`src/rtl/bexkat1_wb_arb.sv`:
```
// Two-master Wishbone pipelined arbiter: data master has fixed priority.
// The grant holds until the owner releases cyc and every accepted strobe is acked.
module bexkat1_wb_arb #(
    parameter int MAX_OUT = 4
) (
    input  logic        clk_i,
    input  logic        rst_i,
    input  logic        ins_cyc_i,
    input  logic        ins_stb_i,
    input  logic        ins_we_i,
    input  logic [31:0] ins_adr_i,
    input  logic [3:0]  ins_sel_i,
    input  logic [31:0] ins_dat_i,
    output logic        ins_ack_o,
    output logic        ins_stall_o,
    output logic [31:0] ins_dat_o,
    input  logic        dat_cyc_i,
    input  logic        dat_stb_i,
    input  logic        dat_we_i,
    input  logic [31:0] dat_adr_i,
    input  logic [3:0]  dat_sel_i,
    input  logic [31:0] dat_dat_i,
    output logic        dat_ack_o,
    output logic        dat_stall_o,
    output logic [31:0] dat_dat_o,
    output logic        s_cyc_o,
    output logic        s_stb_o,
    output logic        s_we_o,
    output logic [31:0] s_adr_o,
    output logic [3:0]  s_sel_o,
    output logic [31:0] s_dat_o,
    input  logic        s_ack_i,
    input  logic        s_stall_i,
    input  logic [31:0] s_dat_i,
    output logic [1:0]  owner
);

    localparam int CW = $clog2(MAX_OUT + 1);
    localparam logic [CW-1:0] FULL = CW'(MAX_OUT);

    typedef enum logic [1:0] {
        IDLE = 2'd0,
        INS  = 2'd1,
        DAT  = 2'd2
    } state_t;

    state_t        r_state;
    state_t        w_next;
    logic [CW-1:0] r_out;
    logic          w_busy;
    logic          w_full;
    logic          w_inc;
    logic          w_dec;

    assign w_busy = (r_out != '0);
    assign w_full = (r_out == FULL);
    assign owner  = r_state;

    // Read data is broadcast; only the ack qualifies it.
    assign ins_dat_o = s_dat_i;
    assign dat_dat_o = s_dat_i;

    always_ff @(posedge clk_i) begin
        if (rst_i) begin
            r_state <= IDLE;
        end else begin
            r_state <= w_next;
        end
    end

    always_comb begin
        w_next      = r_state;
        s_cyc_o     = 1'b0;
        s_stb_o     = 1'b0;
        s_we_o      = 1'b0;
        s_adr_o     = '0;
        s_sel_o     = '0;
        s_dat_o     = '0;
        ins_ack_o   = 1'b0;
        dat_ack_o   = 1'b0;
        ins_stall_o = 1'b1;
        dat_stall_o = 1'b1;
        unique case (r_state)
            IDLE: begin
                if (dat_cyc_i) begin
                    w_next = DAT;
                end else if (ins_cyc_i) begin
                    w_next = INS;
                end
            end
            INS: begin
                // Keep the bus cycle open until late acks drain.
                s_cyc_o     = ins_cyc_i | w_busy;
                s_stb_o     = ins_cyc_i & ins_stb_i & ~w_full;
                s_we_o      = ins_we_i;
                s_adr_o     = ins_adr_i;
                s_sel_o     = ins_sel_i;
                s_dat_o     = ins_dat_i;
                ins_stall_o = s_stall_i | w_full;
                ins_ack_o   = s_ack_i;
                if (!ins_cyc_i && !w_busy) begin
                    w_next = IDLE;
                end
            end
            DAT: begin
                s_cyc_o     = dat_cyc_i | w_busy;
                s_stb_o     = dat_cyc_i & dat_stb_i & ~w_full;
                s_we_o      = dat_we_i;
                s_adr_o     = dat_adr_i;
                s_sel_o     = dat_sel_i;
                s_dat_o     = dat_dat_i;
                dat_stall_o = s_stall_i | w_full;
                dat_ack_o   = s_ack_i;
                if (!dat_cyc_i && !w_busy) begin
                    w_next = IDLE;
                end
            end
            default: begin
                w_next = IDLE;
            end
        endcase
    end

    assign w_inc = s_cyc_o & s_stb_o & ~s_stall_i;
    assign w_dec = s_ack_i & w_busy;

    // Stray acks at zero outstanding are dropped so the count cannot wrap.
    always_ff @(posedge clk_i) begin
        if (rst_i) begin
            r_out <= '0;
        end else if (w_inc && !w_dec) begin
            r_out <= r_out + 1'b1;
        end else if (w_dec && !w_inc) begin
            r_out <= r_out - 1'b1;
        end
    end

endmodule

```
`config.mk`:
```
export PLATFORM = sky130hd
export DESIGN_NAME = bexkat1_wb_arb
export DESIGN_NICKNAME = d
export VERILOG_FILES = /design/src/rtl/bexkat1_wb_arb.sv
export SDC_FILE = /design/constraint.sdc
export NUM_CORES = 1
export LEC_CHECK = 0
export ABC_CLOCK_PERIOD_IN_PS = 4400
export BUFFER_PORTS_ARGS = -buffer_cell sky130_fd_sc_hd__buf_2
export CORE_AREA = 2 2 123 125
export CTS_CLUSTER_SIZE = 25
export DETAILED_ROUTE_END_ITERATION = 8
export DIE_AREA = 0 0 125 127
export SLEW_MARGIN = 20
export SYNTH_ARGS = -nofsm -noshare
export SYNTH_HDL_FRONTEND = slang
export SYNTH_SLANG_ARGS = --single-unit
```
`constraint.sdc`:
```
create_clock -name clk_i -period 4.4 [get_ports clk_i]
set_clock_uncertainty 0.2 [all_clocks]
set_input_delay 0.22 -clock clk_i [delete_from_list [all_inputs] [get_ports clk_i]]
set_output_delay 0.22 -clock clk_i [all_outputs]
set_load 0.03 [all_outputs]
```
=== Word-level counts from Yosys, hierarchy flattened ===
Index checks and enable logic that the tools add are counted.

* Bits in read-only memories: 0
* Bits in writable memories: 0
* Flip-flop bits (word level): 5
* Input bits: 178
* Latch bits: 0
* Memories: 0

* Muxes and demuxes: 17
* Divide/modulo/power cells: 0
* $lt $le $gt $ge: 0
* Shift operators: 0
* Bitwise operators: 12
* $add $sub $neg: 2
* Reductions and logical operators: 13
* Multiply operators: 0
* Equality and inequality tests: 6

{| class="wikitable"
|+ Operators with widths
! operator !! number
|-
| $pmux 32 s2 || 2
|-
| $mux 2 || 4
|-
| $pmux 4 s2 || 1
|-
| $and 1x1->1 || 7
|-
| $mux 3 || 2
|-
| $pmux 1 s2 || 3
|-
| $pmux 2 s3 || 1
|-
| $logic_not 1->1 || 5
|-
| $logic_and 1x1->1 || 4
|-
| $mux 1 || 4
|-
| $ne 2x2->1 const B || 2
|-
| $add 3x1->3 const B || 1
|-
| $eq 3x3->1 const B || 1
|-
| $ne 3x3->1 const B || 1
|-
| $or 1x1->1 || 3
|-
| $reduce_and 3->1 || 1
|-
| $reduce_bool 3->1 || 1
|-
| $sub 3x1->3 const B || 1
|-
| $eq 2x1->1 const B || 1
|-
| $eq 2x2->1 const B || 1
|-
| $logic_not 2->1 || 1
|-
| $not 1->1 || 2
|-
| $reduce_bool 2->1 || 1
|}

=== Longest topological paths before layout ===
* Depth after elaboration: 10
* Gate-level depth with buffers: 13

=== Worst setup path before layout ===
No wires, ideal clock.

* Path kind: reg-to-reg
* Start point: reg r_state[0], in the netlist owner[0]
* End point: reg r_out[2]
* Arrival: 3.467 ns
* Library setup time: 0.070 ns
* Setup slack: 0.663 ns
* Data required time: 4.130 ns
* Stages on the path, launching flop included: 13
* Cells stage by stage: dfxtp_1 -> inv_1 -> ha_1 -> clkbuf_1 -> mux2i_1 -> a21boi_0 -> and3_1 -> ha_1 -> inv_1 -> fa_1 -> xor2_1 -> or3_2 -> a21oi_1

* Word-level cells in the longest chain between the ends: 7
* Elaborated cells between the ends (all ways): 11
* Those cells by class: eq/ne (2); mux (3); bitwise (2); reduce/logical (4)

{| class="wikitable"
|+ Ends and longest elaborated chain
! element !! RTL line !! source
|-
| start, declared || 47 || <nowiki>state_t r_state;</nowiki>
|-
| start signal, assigned || 67 || <nowiki>r_state <= w_next;</nowiki>
|-
| $eq 2x2->1 / $eq 2x1->1 (equally long branches) || 83 || <nowiki>unique case (r_state)</nowiki>
|-
| $pmux 1 s2 * || 83 ||
|-
| via s_cyc_o || 26 || <nowiki>output logic s_cyc_o,</nowiki>
|-
| $and 1x1->1 * (2 in series) || 124 || <nowiki>assign w_inc = s_cyc_o & s_stb_o & ~s_stall_i;</nowiki>
|-
| $logic_not 1->1 || 133 || <nowiki>end else if (w_dec && !w_inc) begin</nowiki>
|-
| $logic_and 1x1->1 || 133 ||
|-
| $reduce_bool 2->1 (no line) || n/a ||
|-
| end signal, assigned || 132 || <nowiki>r_out <= r_out + 1'b1;</nowiki>
|-
| end signal, assigned || 134 || <nowiki>r_out <= r_out - 1'b1;</nowiki>
|-
| end, declared || 49 || <nowiki>logic [CW-1:0] r_out;</nowiki>
|}

The timed path passes the listed nets; every way through them passes the cells marked *.
A chain may end at the register's enable or synchronous reset.

=== Worst setup path in the final report ===
* Start point: reg r_state[0], in the netlist owner[0]
* End point: reg r_out[2]

* Word-level cells in the longest chain between the ends: 7
* Elaborated cells between the ends (all ways): 11
* Those cells by class: eq/ne (2); mux (3); bitwise (2); reduce/logical (4)

{| class="wikitable"
|+ Ends and longest elaborated chain
! element !! RTL line
|-
| $eq 2x2->1 / $eq 2x1->1 (equally long branches) || 83
|-
| $pmux 1 s2 || 83
|-
| $and 1x1->1 * (2 in series) || 124
|-
| $logic_not 1->1 || 133
|-
| $logic_and 1x1->1 || 133
|-
| $reduce_bool 2->1 (no line) || n/a
|}

Every way passes the cells marked *; elsewhere a longest branch is shown, timed or not.

==> summary.txt <==
Run status
  • Status: finished, final reports clean

Setup path
  • Most frequent CP cell: inv_1
  • CP Class: register to register
  • Arr. time, crit path: 3.13 ns
  • CP Capture Type: register
  • Startpoint Class: register
  • Worst path cell trace: inv_1 -> ha_2 -> mux2i_1 -> a21boi_0 -> and3_1 -> ha_1 -> inv_1 -> fa_1 -> xor2_1 -> or3_2 -> a21oi_1
  • Family with the most delay on the worst path: adder cells
  • Bufs and invs on worst path: 2
  • Slowest library cell on the worst path: ha_2
  • Critical path fanouts, max: 30
  • Crit-path max cell delay: 0.60 ns
  • Worst Path Required: 4.36 ns

Cells and area
  • Commonest non-fill, non-tap cell in the layout: buf_2
  • Antenna Cells: 0
  • Commonest non-fill, non-tap cells in the layout: 222 x buf_2, 70 x nor2b_1, 69 x a22oi_1
  • Share of cells above drive strength 1: 55.9%
  • Area Overhead vs Synth: 45.9%
  • Layout Nets: 602
  • FILL cells: 1634

CTS
  • H-tree levels: 1
  • Postcts setup bufs: 0
  • Hold buffers post-CTS: 0
  • Clk Latency, worst-skew pair: 0.22 ns
  • Reg clk slew, reported paths: 0.03 ns
  • CTS tree: built
  • Clk sink count: 5
  • # resized after CTS: 0
  • CTS Buffer Depth: 2
  • TritonCTS buffer count: 3
  • Root Buffer: clkbuf_16

STA
  • Hold_ws: 0.0440 ns
  • Fin crit share: 72.1%
  • RSZ-0062 raised after global routing: false
  • Fmax achieved: 0.315 GHz
  • Final hold vios: 0
  • Minimum clock period: 3.17 ns
  • Slew Viols, Final: 0
  • Post-route setup TNS: 0 ns
  • Worst-Margin Slew: 0.807 ns
  • Relative slew slack: 46.2%
  • Setup violators final: 0

Power
  • Power share of the clock group: 15.4%
  • Switching fraction of total power: 50.2%
  • Combinational Power Share: 75.6%
  • Share of power burned in registers: 9.0%
  • Pint: 0.478 mW
  • Leakage: 1.37 nW
  • Max VDD drop: 143 µV
  • PwrDens: 340 nW/µm²
  • Net load switching power: 0.482 mW

Place
  • Placer Congestion: 0.718
  • DP HPWL: 5890 µm
  • # port buffers: 222

Routing
  • Via count: 2420
  • DR pass1 iterations: 4
  • Drt wl/cell: 12.2 µm
  • Post-Route WL: 7320 µm
  • Antenna-violating nets left: 0
  • DRT iter0 DRCs: 82
  • Vias per cell: 4.03
  • DRC: 0

Logic synthesis
  • Syn_nets: 458
  • Yosys warning count: 0
  • Synth Register Bits: 5
  • Async S/R FF share, synth: 0%
  • EDFF count, synth: 0
  • Register area share after synthesis: 5.18%
  • Mapped cell area: 1930 µm²
  • Area leader, netlist: a22oi_1
  • Main area contributors after synthesis: a22oi_1 27%, buf_4 25%, nor2b_1 23%, dfxtp_1 5.2%, clkbuf_1 4.1%
  • Netlist cell types: 27
  • Mapped Cells: 274
  • Synth Flop Type: dfxtp_1
  • Post-synth top area share: 26.8%
  • Mean Syn Cell Area: 7.06 µm²

Flow run
  • Number of max-cap violations: 0

Floorplan
  • I/O pin count: 319
  • Die width: 125 µm
  • Initial core utilization: 13.4%
  • Total Die Area: 15900 µm²
  • Die height: 127 µm
  • Row count: 44
  • Area of the core: 14400 µm²

GRT
  • Largest net degree at the start of global routing: 71
  • Vias in the first global route: 2191
  • Grt total ovfl: 0
  • GRT Overall Usage: 7.98%
  • First-pass GRT wire length: 10600 µm
  • Initial antenna violation count: 0

Min path
  • Hold Crit Class: primary input to register
[state kept, by name, indices dropped and copies added (netlist names)]
register	cells
owner	2
r_out	3
[cell usage after synthesis (2+ instances only)]
master / instances
a22oi_1: 69
and2_1: 2
buf_4: 65
nor3_1: 2
o31ai_1: 2
o41a_1: 2
dfxtp_1: 5
xor2_1: 2
inv_1: 4
o21ai_0: 2
nor2_1: 3
a21oi_1: 2
mux2i_1: 2
nor2b_1: 70
and3_1: 2
clkbuf_1: 21
nand2_1: 5
ha_1: 5
[logic make-up after synthesis]
group	after synthesis	synth area share, %
and+or+nand+nor	89	27.8
muxes	2	1.04
AOI/OAI and AO/OA	79	30.6
buffers and inverters	91	30.3
DFF	5	5.18
adders and majority gates	6	4.27
xor gates and xnor gates	2	0.906
[cell type report]
type	instances	area, µm²	share of cell area (%)
clock buffers	4	78.8	2.80
inverters	4	15.0	0.532
multi-input cells	178	1250	44.5
flip-flops and latches	5	100	3.55
well taps	184	230	8.16
repair buffers	226	1140	40.5
[stage by stage]
stage	instances	util (%)	total power, mW	setup slack [ns]	cell area (µm²)
floorplan	274	-	0.715	0.663	1930
global placement	597	19.0	0.818	1.25	2740
detailed placement	597	19.0	0.819	1.22	2740
CTS	601	19.6	0.972	1.21	2820
global route	601	19.6	1.05	0.974	2820
finish	601	19.6	0.959	1.23	2820
[layer usage]
layer	global-route usage [%]	wire length [µm]
met1	8.84	2750
met2	14.9	3610
met3	1.51	717
met4	3.40	240
met5	0	0
[worst reg2reg max path: cells and delay by family (launching register included)]
family | cells | cell delay, ns
buf+inv | 2 | 0.19
simple gates | 2 | 0.59
mux | 1 | 0.14
fa+ha+maj | 3 | 1.14
flops | 1 | 0.31
xor+xnor | 1 | 0.17
compound gates | 2 | 0.37
[power by group through the flow]
stage	registers (mW)	logic (mW)	clock network (mW)
after CTS	0.0870	0.732	0.152
final	0.0863	0.725	0.148
after floorplan	0.0892	0.625	0
after detailed placement	0.0881	0.731	0
after global placement	0.0872	0.731	0
after global routing	0.0903	0.804	0.157
[final timing paths]
kind | cells past startpoint | start | endpoint | slack [ns]
hold / removal | 2 | rst_i | r_out[2]$_SDFFE_PP0P_ | 0.04
setup / recovery | 11 | owner[0]$_SDFFE_PP0P_ | r_out[2]$_SDFFE_PP0P_ | 1.23
setup reg to reg | 11 | owner[0]$_SDFFE_PP0P_ | r_out[2]$_SDFFE_PP0P_ | 1.23
hold reg to reg | 2 | r_out[2]$_SDFFE_PP0P_ | r_out[2]$_SDFFE_PP0P_ | 0.36
Note: power is estimated with default switching activity, not from simulation.
